<file path="src/rtl/avalon_st_pkt_source.sv">
// Avalon-ST packet source for 256-bit links. Each accepted command (length, seed)
// becomes one SOP/EOP/empty-framed packet whose payload bytes count up from the seed.
module avalon_st_pkt_source #(
    parameter int DATA_BYTES = 32,
    parameter int EMPTY_W    = 5,
    parameter int LEN_W      = 16,
    parameter int IDLE_GAP   = 0
) (
    input  logic                    clk,
    input  logic                    reset,
    input  logic                    cmd_valid,
    output logic                    cmd_ready,
    input  logic [LEN_W-1:0]        cmd_len,
    input  logic [7:0]              cmd_seed,
    output logic [8*DATA_BYTES-1:0] data,
    output logic                    valid,
    input  logic                    ready,
    output logic                    startofpacket,
    output logic                    endofpacket,
    output logic [EMPTY_W-1:0]      empty,
    output logic                    pkt_done,
    output logic [31:0]             pkt_count
);

    typedef enum logic [1:0] {
        S_IDLE,
        S_SEND,
        S_GAP
    } state_t;

    // Loaded on EOP so the GAP state lasts exactly IDLE_GAP cycles.
    localparam logic [7:0] GAP_LOAD = (IDLE_GAP > 0) ? 8'(IDLE_GAP - 1) : 8'd0;

    state_t             r_state;
    state_t             w_next_state;
    logic [LEN_W-1:0]   r_rem;
    logic [7:0]         r_byte;
    logic               r_sop;
    logic [7:0]         r_gap;
    logic               r_pkt_done;
    logic [31:0]        r_pkt_count;

    logic               w_cmd_fire;
    logic               w_beat_fire;
    logic               w_last;
    logic               w_eop_fire;

    assign w_cmd_fire  = cmd_valid && cmd_ready;
    assign w_beat_fire = valid && ready;
    assign w_last      = (r_rem <= LEN_W'(DATA_BYTES));
    assign w_eop_fire  = (r_state == S_SEND) && w_beat_fire && w_last;

    // NOTE: sequential state uses non-blocking assignments so every flop samples
    // pre-edge values regardless of process evaluation order.
    always_ff @(posedge clk or posedge reset) begin
        if (reset) begin
            r_state <= S_IDLE;
        end else begin
            r_state <= w_next_state;
        end
    end

    always_comb begin
        w_next_state = r_state;
        case (r_state)
            S_IDLE: begin
                if (w_cmd_fire && (cmd_len != '0)) begin
                    w_next_state = S_SEND;
                end
            end
            S_SEND: begin
                if (w_beat_fire && w_last) begin
                    w_next_state = (IDLE_GAP > 0) ? S_GAP : S_IDLE;
                end
            end
            S_GAP: begin
                if (r_gap == 8'd0) begin
                    w_next_state = S_IDLE;
                end
            end
            default: w_next_state = S_IDLE;
        endcase
    end

    // Packet cursor: bytes still to send and the payload value of the beat's byte 0.
    always_ff @(posedge clk or posedge reset) begin
        if (reset) begin
            r_rem  <= '0;
            r_byte <= 8'd0;
            r_sop  <= 1'b0;
            r_gap  <= 8'd0;
        end else begin
            case (r_state)
                S_IDLE: begin
                    if (w_cmd_fire && (cmd_len != '0)) begin
                        r_rem  <= cmd_len;
                        r_byte <= cmd_seed;
                        r_sop  <= 1'b1;
                    end
                end
                S_SEND: begin
                    if (w_beat_fire) begin
                        r_sop <= 1'b0;
                        if (w_last) begin
                            r_gap <= GAP_LOAD;
                        end else begin
                            r_rem  <= r_rem - LEN_W'(DATA_BYTES);
                            r_byte <= r_byte + 8'(DATA_BYTES);
                        end
                    end
                end
                S_GAP: begin
                    if (r_gap != 8'd0) begin
                        r_gap <= r_gap - 8'd1;
                    end
                end
                default: ;
            endcase
        end
    end

    always_ff @(posedge clk or posedge reset) begin
        if (reset) begin
            r_pkt_done  <= 1'b0;
            r_pkt_count <= 32'd0;
        end else begin
            r_pkt_done <= w_eop_fire;
            if (w_eop_fire) begin
                r_pkt_count <= r_pkt_count + 32'd1;
            end
        end
    end

    // NOTE: every output gets a default before the case so no latch is inferred.
    always_comb begin
        cmd_ready     = 1'b0;
        valid         = 1'b0;
        startofpacket = 1'b0;
        endofpacket   = 1'b0;
        empty         = '0;
        data          = '0;
        case (r_state)
            S_IDLE: begin
                // Held low while reset is asserted so no command slips in.
                cmd_ready = !reset;
            end
            S_SEND: begin
                valid         = 1'b1;
                startofpacket = r_sop;
                endofpacket   = w_last;
                if (w_last) begin
                    empty = EMPTY_W'(LEN_W'(DATA_BYTES) - r_rem);
                end
                // Byte 0 sits in the top lane; lanes past the packet end stay zero.
                for (int k = 0; k < DATA_BYTES; k++) begin
                    if (LEN_W'(k) < r_rem) begin
                        data[8*(DATA_BYTES-1-k) +: 8] = r_byte + 8'(k);
                    end
                end
            end
            default: ;
        endcase
    end

    assign pkt_done  = r_pkt_done;
    assign pkt_count = r_pkt_count;

endmodule
</file>
<file path="config.mk">
export PLATFORM = sky130hd
export DESIGN_NAME = avalon_st_pkt_source
export DESIGN_NICKNAME = d
export VERILOG_FILES = /design/src/rtl/avalon_st_pkt_source.sv
export SDC_FILE = /design/constraint.sdc
export NUM_CORES = 1
export LEC_CHECK = 0
export BUFFER_PORTS_ARGS = -buffer_cell sky130_fd_sc_hd__buf_2
export CORE_AREA = 2 2 127 129
export DETAILED_ROUTE_END_ITERATION = 12
export DIE_AREA = 0 0 129 131
export GPL_TIMING_DRIVEN = 0
export HOLD_SLACK_MARGIN = 0.05
export PLACE_DENSITY_LB_ADDON = 0.12
export SYNTH_ARGS = -nofsm -noshare
export SYNTH_HDL_FRONTEND = slang
export SYNTH_SLANG_ARGS = --single-unit
</file>
<file path="constraint.sdc">
create_clock -name clk -period 3.7 [get_ports clk]
set_input_delay 1.11 -clock clk [delete_from_list [all_inputs] [get_ports clk]]
set_output_delay 1.11 -clock clk [all_outputs]
set_load 0.02 [all_outputs]
</file>
==> flow_metrics.tcl, run 1 <==
set metrics [dict create \
    clock_path_buffers 2 \
    clk_pin_slew_worst_paths_ns 0.05 \
    synth-seq-cells 59 \
    holdPathStages 1 \
    tritoncts "done" \
    grt_overflow_total 0 \
    synth_most_common_cell "nor2_1" \
    rows 46 \
    fmax_mhz 268 \
    critPathMaxFanout 10 \
    violations "negative setup slack" \
    outcome "finished, violations left" \
    r2r-end "r_rem[11]" \
    grt_pass1_wl_um 43100 \
    finalCritPeriodShare 1.01 \
    tightest_slew_ns 1.16 \
    synth_commonest_cells "nor2_1, nand2_1, xnor2_1, xor2_1, dfrtp_1" \
    core_area_um2 15600 \
    worstSetupEndpointType "output port" \
    wl_per_cell_um 20.4 \
    die_w_um 129 \
    holdBufCountCts 0 \
    die_h_um 131 \
    wirelength_um 31100 \
    fillers 1547 \
    min-delay-start "pkt_count[31]" \
    initial_utilization 0.415 \
    place_hpwl_um 23500 \
    skew_ns 0.00554 \
    antennaDiodeCount 0 \
    synth_area_leaders "dfrtp_1, nor2_1, xnor2_1" \
    ant_nets 0 \
    routed_via_density 5.40 \
    grt_antenna_before_repair 0 \
    area_delta_synth_final_pct 42.5 \
    grt_use_total 0.342 \
    gp_congestion 0.952 \
    yosysUniqueCellTypes 52 \
    rrSetupSlack_ns 0.77 \
    firstDrtPassIters 9 \
    port_buffers 325 \
    syn_avg_cell_area_um2 6.80 \
    cp-start-kind "flip-flop" \
    drv_slew 0 \
    place_inst 1496 \
    ioPinCount 326 \
    syn-instance-count 952 \
    syn_area_um2 6470 \
    r2r_cells 7 \
    rsz0062_at_grt "yes" \
    nets 1355 \
    synth_warnings 0 \
    cts_root_buffer "clkbuf_16" \
    cp.required_ns 2.59 \
    synth_flop_cell "dfrtp_1" \
    path_class "flip-flop to output port" \
    final_cells 1523 \
    setup_viol 1 \
    clkLatencyLatePin_ns 0.33 \
    die_area_um2 16900 \
    cts_buffers 9 \
    syn_nets 1005 \
    grt_pass1_vias 7178 \
    regToRegStartpoint "r_rem[6]" \
    synth-async-reset-ratio 1.00 \
    cts.sinks 59 \
    drt_iter0_drc 870 \
    via_count 8228 \
    remaining_drc_errors 0 \
    hold_end "pkt_count[31]" \
    drive_above_1_share 0.345 \
    htree_levels 3 \
    ys_seq_area_frac 0.228 \
    grt_max_degree 34 \
    slew_headroom 0.218 \
    fin_ws_ns -0.0295 \
    hold_viol_final 0 \
    yosysTopAreaCellShare 0.228 \
    yosysTopAreaCell "dfrtp_1" \
    cap_violations 0 \
    synth_edf_count 0 \
    hp-class "flip-flop to flip-flop" \
    finalCriticalPeriod_ns 3.73 \
    crit_arrival_ns 2.62 \
]
-- per-stage QoR --
stage,hold slack [ns],setup WS [ns],instance area [µm²],TNS [ns],utilization
after floorplan,0.442,0.249,6470,0,-
after global placement,0.458,-0.617,8370,-18.14,0.537
after detailed placement,0.464,-0.569,8420,-12.79,0.540
after CTS,0.471,-0.169,9010,-5.59,0.577
after global routing,0.506,-0.0895,9230,-0.846,0.592
final,0.474,-0.0295,9230,-0.0295,0.592
-- repair_timing --
item,in CTS,in global routing
buffers inserted,12,4
setup endpoints to repair,244,226
pin swaps,6,6
hold endpoints to repair,0,0
resized for setup,62,50
-- logic make-up after synthesis --
| logic type | count (synthesis) | share of synthesized area |
|---|---|---|
| flops | 59 | 0.228 |
| xor+xnor | 151 | 0.205 |
| fa+ha+maj | 25 | 0.0483 |
| simple gates | 484 | 0.328 |
| buf+inv | 87 | 0.0530 |
| mux | 5 | 0.00850 |
| compound gates | 141 | 0.129 |
-- worst max-delay path, stage by stage, from the launching register on --
cell,delay (ns)
dfrtp_1,0.39
clkbuf_2,0.21
nor4_2,0.28
nand3_1,0.25
clkbuf_4,0.34
o21ai_4,0.46
nor2_1,0.15
buf_2,0.19
-- layout by cell type (no fill, tap or decap), types with 4 or more instances in the layout --
cell and instances:
xnor2_1 77, nor2b_1 25, clkbuf_1 32, o21ai_4 14
a21oi_2 6, nor4_1 7, dfrtp_1 57, a21o_2 5
a2bb2oi_1 5, ha_1 21, a31oi_1 5, nand4_1 13
clkbuf_4 6, xor2_1 73, nor2_1 268, a21oi_1 37
a21o_1 10, and3_1 6, buf_4 16, nand3_1 16
nor3_1 10, clkbuf_2 7, buf_1 6, inv_1 19
buf_12 4, clkbuf_16 9, and2_1 17, or3_1 5
mux2_2 4, o21ai_0 34, buf_2 327, nand2_1 89
-- flip-flops by register name, indices dropped and copies added, names as in the netlist --
signal and count:
pkt_count 32, pkt_done 1, r_byte 8, r_rem 16
r_sop 1, r_state 1
-- worst max-delay path by stage --
stage | start | end | cells past startpoint
after detailed placement | r_byte[1] | data[7] | 10
after global routing | r_rem[4] | data[48] | 8
after CTS | r_rem[8] | data[239] | 7
after floorplan | r_byte[1] | data[7] | 9
after global placement | r_rem[12] | data[220] | 6
final | r_rem[4] | data[150] | 7
-- layer usage --
layer  vias up  part of all wire  track usage
li1       3797                 -            -
met1      3855              0.39        0.449
met2       503              0.47        0.559
met3        73             0.096       0.0668
met4         0             0.035        0.135
met5         -                 0            0
-- layout make-up --
type,count,area [µm²],area share
multi-input combinational,806,5000,0.542
timing repair buffer,344,1820,0.197
sequential,59,1480,0.160
tap,216,270,0.0293
buffer,56,260,0.0282
clock buffer,10,239,0.0259
inverter,26,113,0.0122
clock inverter,6,40.0,0.00434
Power of run 1 is left out: the tool's default activity adds up to more than one toggle a clock period on the data nets, which glitch-free logic cannot reach.
==> run 2: changes to the inputs <==
--- a/config.mk
+++ b/config.mk
@@ -12,6 +12,7 @@
 export GPL_TIMING_DRIVEN = 0
 export HOLD_SLACK_MARGIN = 0.05
 export PLACE_DENSITY_LB_ADDON = 0.12
+export REMOVE_ABC_BUFFERS = 1
 export SYNTH_ARGS = -nofsm -noshare
 export SYNTH_HDL_FRONTEND = slang
 export SYNTH_SLANG_ARGS = --single-unit
==> run 2 against run 1 <==
Against the previous run:
- the flow now finishes without violations
- global-route usage fell by 1.9 points
- clock-buffer cell count rose by 2
- critical path depth did not move
- sequential share of layout area rose by 0.56 points
- register-to-register slack got worse by 0.34 ns
- hold slack got worse by 0.0074 ns
- worst setup slack improved by 0.050 ns
- final cell count fell by 3.1%
- clock skew rose by 0.00071 ns
- highest routed layer unchanged
==> flow_metrics.tcl, run 2 (same netlist as run 1, synthesis figures left out) <==
set metrics [dict create \
    largest_reg_flops 32 \
    die_h_um 131 \
    outcome "complete, no violations" \
    drt_iter0_drc 727 \
    final_cells 1476 \
    rows 46 \
    grt_pass1_vias 6884 \
    wirelength_um 29100 \
    tightest_slew_ns 1.09 \
    area_delta_synth_final_pct 40.3 \
    ant_nets 0 \
    routed_via_density 5.39 \
    firstDrtPassIters 5 \
    skew_ns 0.00624 \
    rsz0062_at_grt "yes" \
    die_w_um 129 \
    place_inst 1438 \
    slew_headroom 0.268 \
    nets 1308 \
    finalCritPeriodShare 0.995 \
    fin_ws_ns 0.0203 \
    final_util 0.582 \
    crit_arrival_ns 2.57 \
    final_common_cell "buf_2" \
    place_hpwl_um 20600 \
    critPathMaxFanout 19 \
    drive_above_1_share 0.350 \
    grt_overflow_total 0 \
    worst_path_dominant_cell_family "flip-flops" \
    clk_pin_slew_worst_paths_ns 0.05 \
    cp.required_ns 2.59 \
    cap_violations 0 \
    grt_use_total 0.323 \
    grt_antenna_before_repair 0 \
    cp-start-kind "flip-flop" \
    port_buffers 325 \
    cts.sinks 59 \
    fmax_mhz 272 \
    via_count 7951 \
    worstSetupEndpointType "output port" \
    hp-class "flip-flop to flip-flop" \
    cts_root_buffer "clkbuf_16" \
    setup_viol 0 \
    final_cell_mix "buf_2, nor2_1, nand2_1" \
    fillers 1581 \
    grt_pass1_wl_um 41200 \
    wl_per_cell_um 19.7 \
    initial_utilization 0.415 \
    grt_max_degree 35 \
    clock_path_buffers 2 \
    crit_slowest_cell "dfrtp_4" \
    cp_cell_sequence "inv_6 -> ha_2 -> inv_1 -> a21o_1 -> xnor2_1 -> nor2b_1 -> buf_2" \
    cpPeakStageDelay_ns 0.65 \
    hold_viol_final 0 \
    core_area_um2 15600 \
    gp_congestion 0.864 \
    path_class "flip-flop to output port" \
    drv_slew 0 \
    antennaDiodeCount 0 \
    htree_levels 3 \
    clkLatencyLatePin_ns 0.34 \
    cts_buffers 9 \
    dp_slack_ns -0.964 \
    ioPinCount 326 \
    remaining_drc_errors 0 \
    cp_num_buf_inv 3 \
    finalCriticalPeriod_ns 3.68 \
    die_area_um2 16900 \
    tritoncts "done" \
]
==> run 2: cell types whose count changed in the layout (fill, tap and decap cells not counted), sizes merged <==
cell / before / now
clkbuf: 55 / 13
buf: 355 / 352
bufinv: 0 / 3
clkinv: 6 / 3
inv: 23 / 21
==> run 2: through the flow <==
stage | area (µm²) | hold slack (ns) | TNS, ns
floorplan | 6230 | 0.442 | -3.01
global placement | 8130 | 0.455 | -144.22
detailed placement | 8260 | 0.462 | -68.43
CTS | 8960 | 0.473 | 0
global route | 9080 | 0.485 | -0.598
finish | 9080 | 0.466 | 0
==> run 2: area by class of cell <==
cell class / instances / area, µm² / area share
multi-input combinational: 806 / 4880 / 0.538
inverter: 26 / 123 / 0.0135
tap: 216 / 270 / 0.0298
timing repair buffer: 353 / 1930 / 0.213
sequential: 59 / 1510 / 0.166
clock inverter: 4 / 95.1 / 0.0105
clock buffer: 12 / 267 / 0.0294
==> run 2: layer usage <==
| metal | GRT usage | up-vias | part of all wire | routed length, µm |
|---|---|---|---|---|
| met4 | 0.0831 | 0 | 0.019 | 544 |
| met3 | 0.0631 | 43 | 0.080 | 2320 |
| met2 | 0.507 | 396 | 0.47 | 13600 |
| li1 | - | 3698 | - | - |
| met1 | 0.456 | 3814 | 0.43 | 12700 |
| met5 | 0 | - | 0 | 0 |
==> run 2: path summary, 6_finish.rpt <==
check | start | end | slack [ns] | cells past startpoint
max in group asynchronous | reset | r_byte[0] | 2.22 | 3
worst min register to register | pkt_count[31] | pkt_count[31] | 0.47 | 1
worst max register to register | r_state[0] | r_byte[7] | 0.43 | 7
worst min-delay path | pkt_count[31] | pkt_count[31] | 0.47 | 1
worst max-delay path | r_byte[3] | data[4] | 0.02 | 7
min in group asynchronous | reset | pkt_count[22] | 0.87 | 2
==> run 2: timing repair <==
| action | CTS | global route |
|---|---|---|
| hold buffers | 0 | 0 |
| setup buffers | 18 | 4 |
| pin swaps | 4 | 1 |
| gates resized for setup | 52 | 26 |
| setup endpoints to repair | 262 | 199 |
Power of run 2 is left out for the same reason.
==> run 3: changes to the inputs <==
--- a/config.mk
+++ b/config.mk
@@ -6,9 +6,11 @@
 export NUM_CORES = 1
 export LEC_CHECK = 0
 export BUFFER_PORTS_ARGS = -buffer_cell sky130_fd_sc_hd__buf_2
-export CORE_AREA = 2 2 127 129
+export CELL_PAD_IN_SITES_DETAIL_PLACEMENT = 1
+export CELL_PAD_IN_SITES_GLOBAL_PLACEMENT = 1
+export CORE_MARGIN = 1.5
+export CORE_UTILIZATION = 29
 export DETAILED_ROUTE_END_ITERATION = 12
-export DIE_AREA = 0 0 129 131
 export GPL_TIMING_DRIVEN = 0
 export HOLD_SLACK_MARGIN = 0.05
 export PLACE_DENSITY_LB_ADDON = 0.12
==> constraint.sdc (replaced) <==
create_clock -name clk -period 3.1 [get_ports clk]
set_input_delay 0.93 -clock clk [delete_from_list [all_inputs] [get_ports clk]]
set_output_delay 0.93 -clock clk [all_outputs]
set_load 0.02 [all_outputs]
==> run 3 against run 2 <==
Against the previous run:
- the run now ends with negative setup slack left
- non-clock buffer count increased by 124
- sequential share of layout area decreased by 5.0 points
- cell area increased by 44%
- clock-buffer cell count increased by 2
- via count increased by 11%
- clock skew decreased by 0.0022 ns
- critical path type unchanged
- first-iteration DRC count decreased by 48%
- worst setup slack got worse by 0.24 ns
==> flow_metrics.tcl, run 3 (same netlist as run 1, synthesis figures left out) <==
set metrics [dict create \
    outcome "finished, violations left" \
    violations "negative setup slack" \
    die_h_um 152 \
    routed_via_density 5.32 \
    wl_met3_um 2340 \
    r2r_cells 7 \
    gp_congestion 0.790 \
    via_count 8851 \
    clkLatencyLatePin_ns 0.33 \
    met2_length_um 19100 \
    rrSetupSlack_ns 0.16 \
    antennaDiodeCount 0 \
    htree_levels 3 \
    cp.required_ns 2.17 \
    grt_pass1_wl_um 52800 \
    slew_headroom 0.421 \
    initial_utilization 0.296 \
    nets 1433 \
    grt_pass1_vias 8501 \
    rows 54 \
    fmax_mhz 302 \
    largest_reg_flops 32 \
    critPathMaxFanout 5 \
    drv_slew 0 \
    cts.sinks 59 \
    die_w_um 152 \
    drive_above_1_share 0.577 \
    min-delay-start "pkt_count[31]" \
    cp-start-kind "flip-flop" \
    regArea_um2 1520 \
    wirelength_um 39300 \
    cts_buffers 9 \
    grt_use_total 0.293 \
    setup_viol 206 \
    clk_pin_slew_worst_paths_ns 0.05 \
    place_hpwl_um 23300 \
    wl_met1_um 16500 \
    final_common_cell "buf_6" \
    finalCritPeriodShare 1.07 \
    grt_overflow_total 0 \
    cpPeakStageDelay_ns 0.48 \
    port_buffers 325 \
    finalCriticalPeriod_ns 3.32 \
    cp_num_buf_inv 3 \
    fin_setup_tns_ns -22.51 \
    ioPinCount 326 \
    fillers 2560 \
    r2r-end "r_rem[8]" \
    ant_nets 0 \
    wl_per_cell_um 23.6 \
    hold_viol_final 0 \
    worstSetupEndpointType "output port" \
    hp-class "flip-flop to flip-flop" \
    path_class "flip-flop to output port" \
    cp_cell_sequence "inv_2 -> ha_4 -> or4b_4 -> o21a_4 -> or3_4 -> inv_4 -> and2_4 -> buf_6" \
    core_area_um2 21900 \
    tritoncts "done" \
    die_area_um2 23200 \
    multi_input_area_um2 6600 \
    cap_violations 0 \
    grt_max_degree 36 \
    highest_layer "met4" \
    regToRegStartpoint "r_state[0]" \
    firstDrtPassIters 4 \
    crit_slowest_cell "or4b_4" \
    fin_ws_ns -0.216 \
    remaining_drc_errors 0 \
    skew_ns 0.00404 \
    worst_path_dominant_cell_family "simple AND/OR/NAND/NOR gates" \
    crit_arrival_ns 2.39 \
    final_cell_mix "buf_6, buf_4, nor2_1" \
    dp_slack_ns -1.68 \
    drt_iter0_drc 381 \
    holdPathStages 1 \
    area_delta_synth_final_pct 103 \
    cts_root_buffer "clkbuf_16" \
    rsz0062_at_grt "yes" \
    grt_antenna_before_repair 0 \
    tightest_slew_ns 0.860 \
    final_util 0.599 \
    hold_end "pkt_count[31]" \
    clock_path_buffers 2 \
]
## run 3: cell type report
class	instances	share of cell area
clock inverters	2	0.000763
clock buffers	14	0.0201
well taps	280	0.0267
multi-input cells	807	0.503
flip-flops and latches	59	0.116
inverters	26	0.0112
repair buffers	477	0.322
## run 3: timing repair
item | CTS | global route
hold buffers | 0 | 0
setup buffers | 88 | 58
resized for setup | 301 | 553
endpoints found under the setup margin | 271 | 258
pin swaps | 48 | 122
gates cloned | 0 | 2
## run 3: worst register-to-register path, stage by stage (launching register included)
cell and delay (ns):
dfrtp_4 0.67, buf_12 0.27, or3b_2 0.58, a41oi_4 0.45
o32ai_2 0.28, buf_4 0.27, a21oi_1 0.16, a2bb2oi_1 0.17
## run 3: through the flow
step	instance area [µm²]	std cells	hold slack, ns
3_3_place_gp	8210	1496	0.457
3_5_place_dp	8340	1502	0.470
2_1_floorplan	6230	891	0.442
4_1_cts	10600	1606	0.477
6_report	13100	1665	0.471
5_1_grt	13100	1665	0.488
## run 3: worst max path at each step
stage                           from   endpoint  cells after the start
final                       r_rem[6]   empty[1]                      8
after global routing       r_rem[15]   data[79]                      9
after CTS                   r_rem[6]   empty[1]                      8
after detailed placement   r_byte[4]   data[70]                      7
after global placement    r_state[0]  r_rem[13]                      4
after floorplan           r_state[0]   empty[2]                      3
## run 3: per-layer routing
layer	up-vias	global-route usage
met5	-	0
met4	0	0.0646
met3	89	0.0472
met2	340	0.495
met1	4458	0.392
li1	3964	-
Power of run 3 is left out for the same reason.
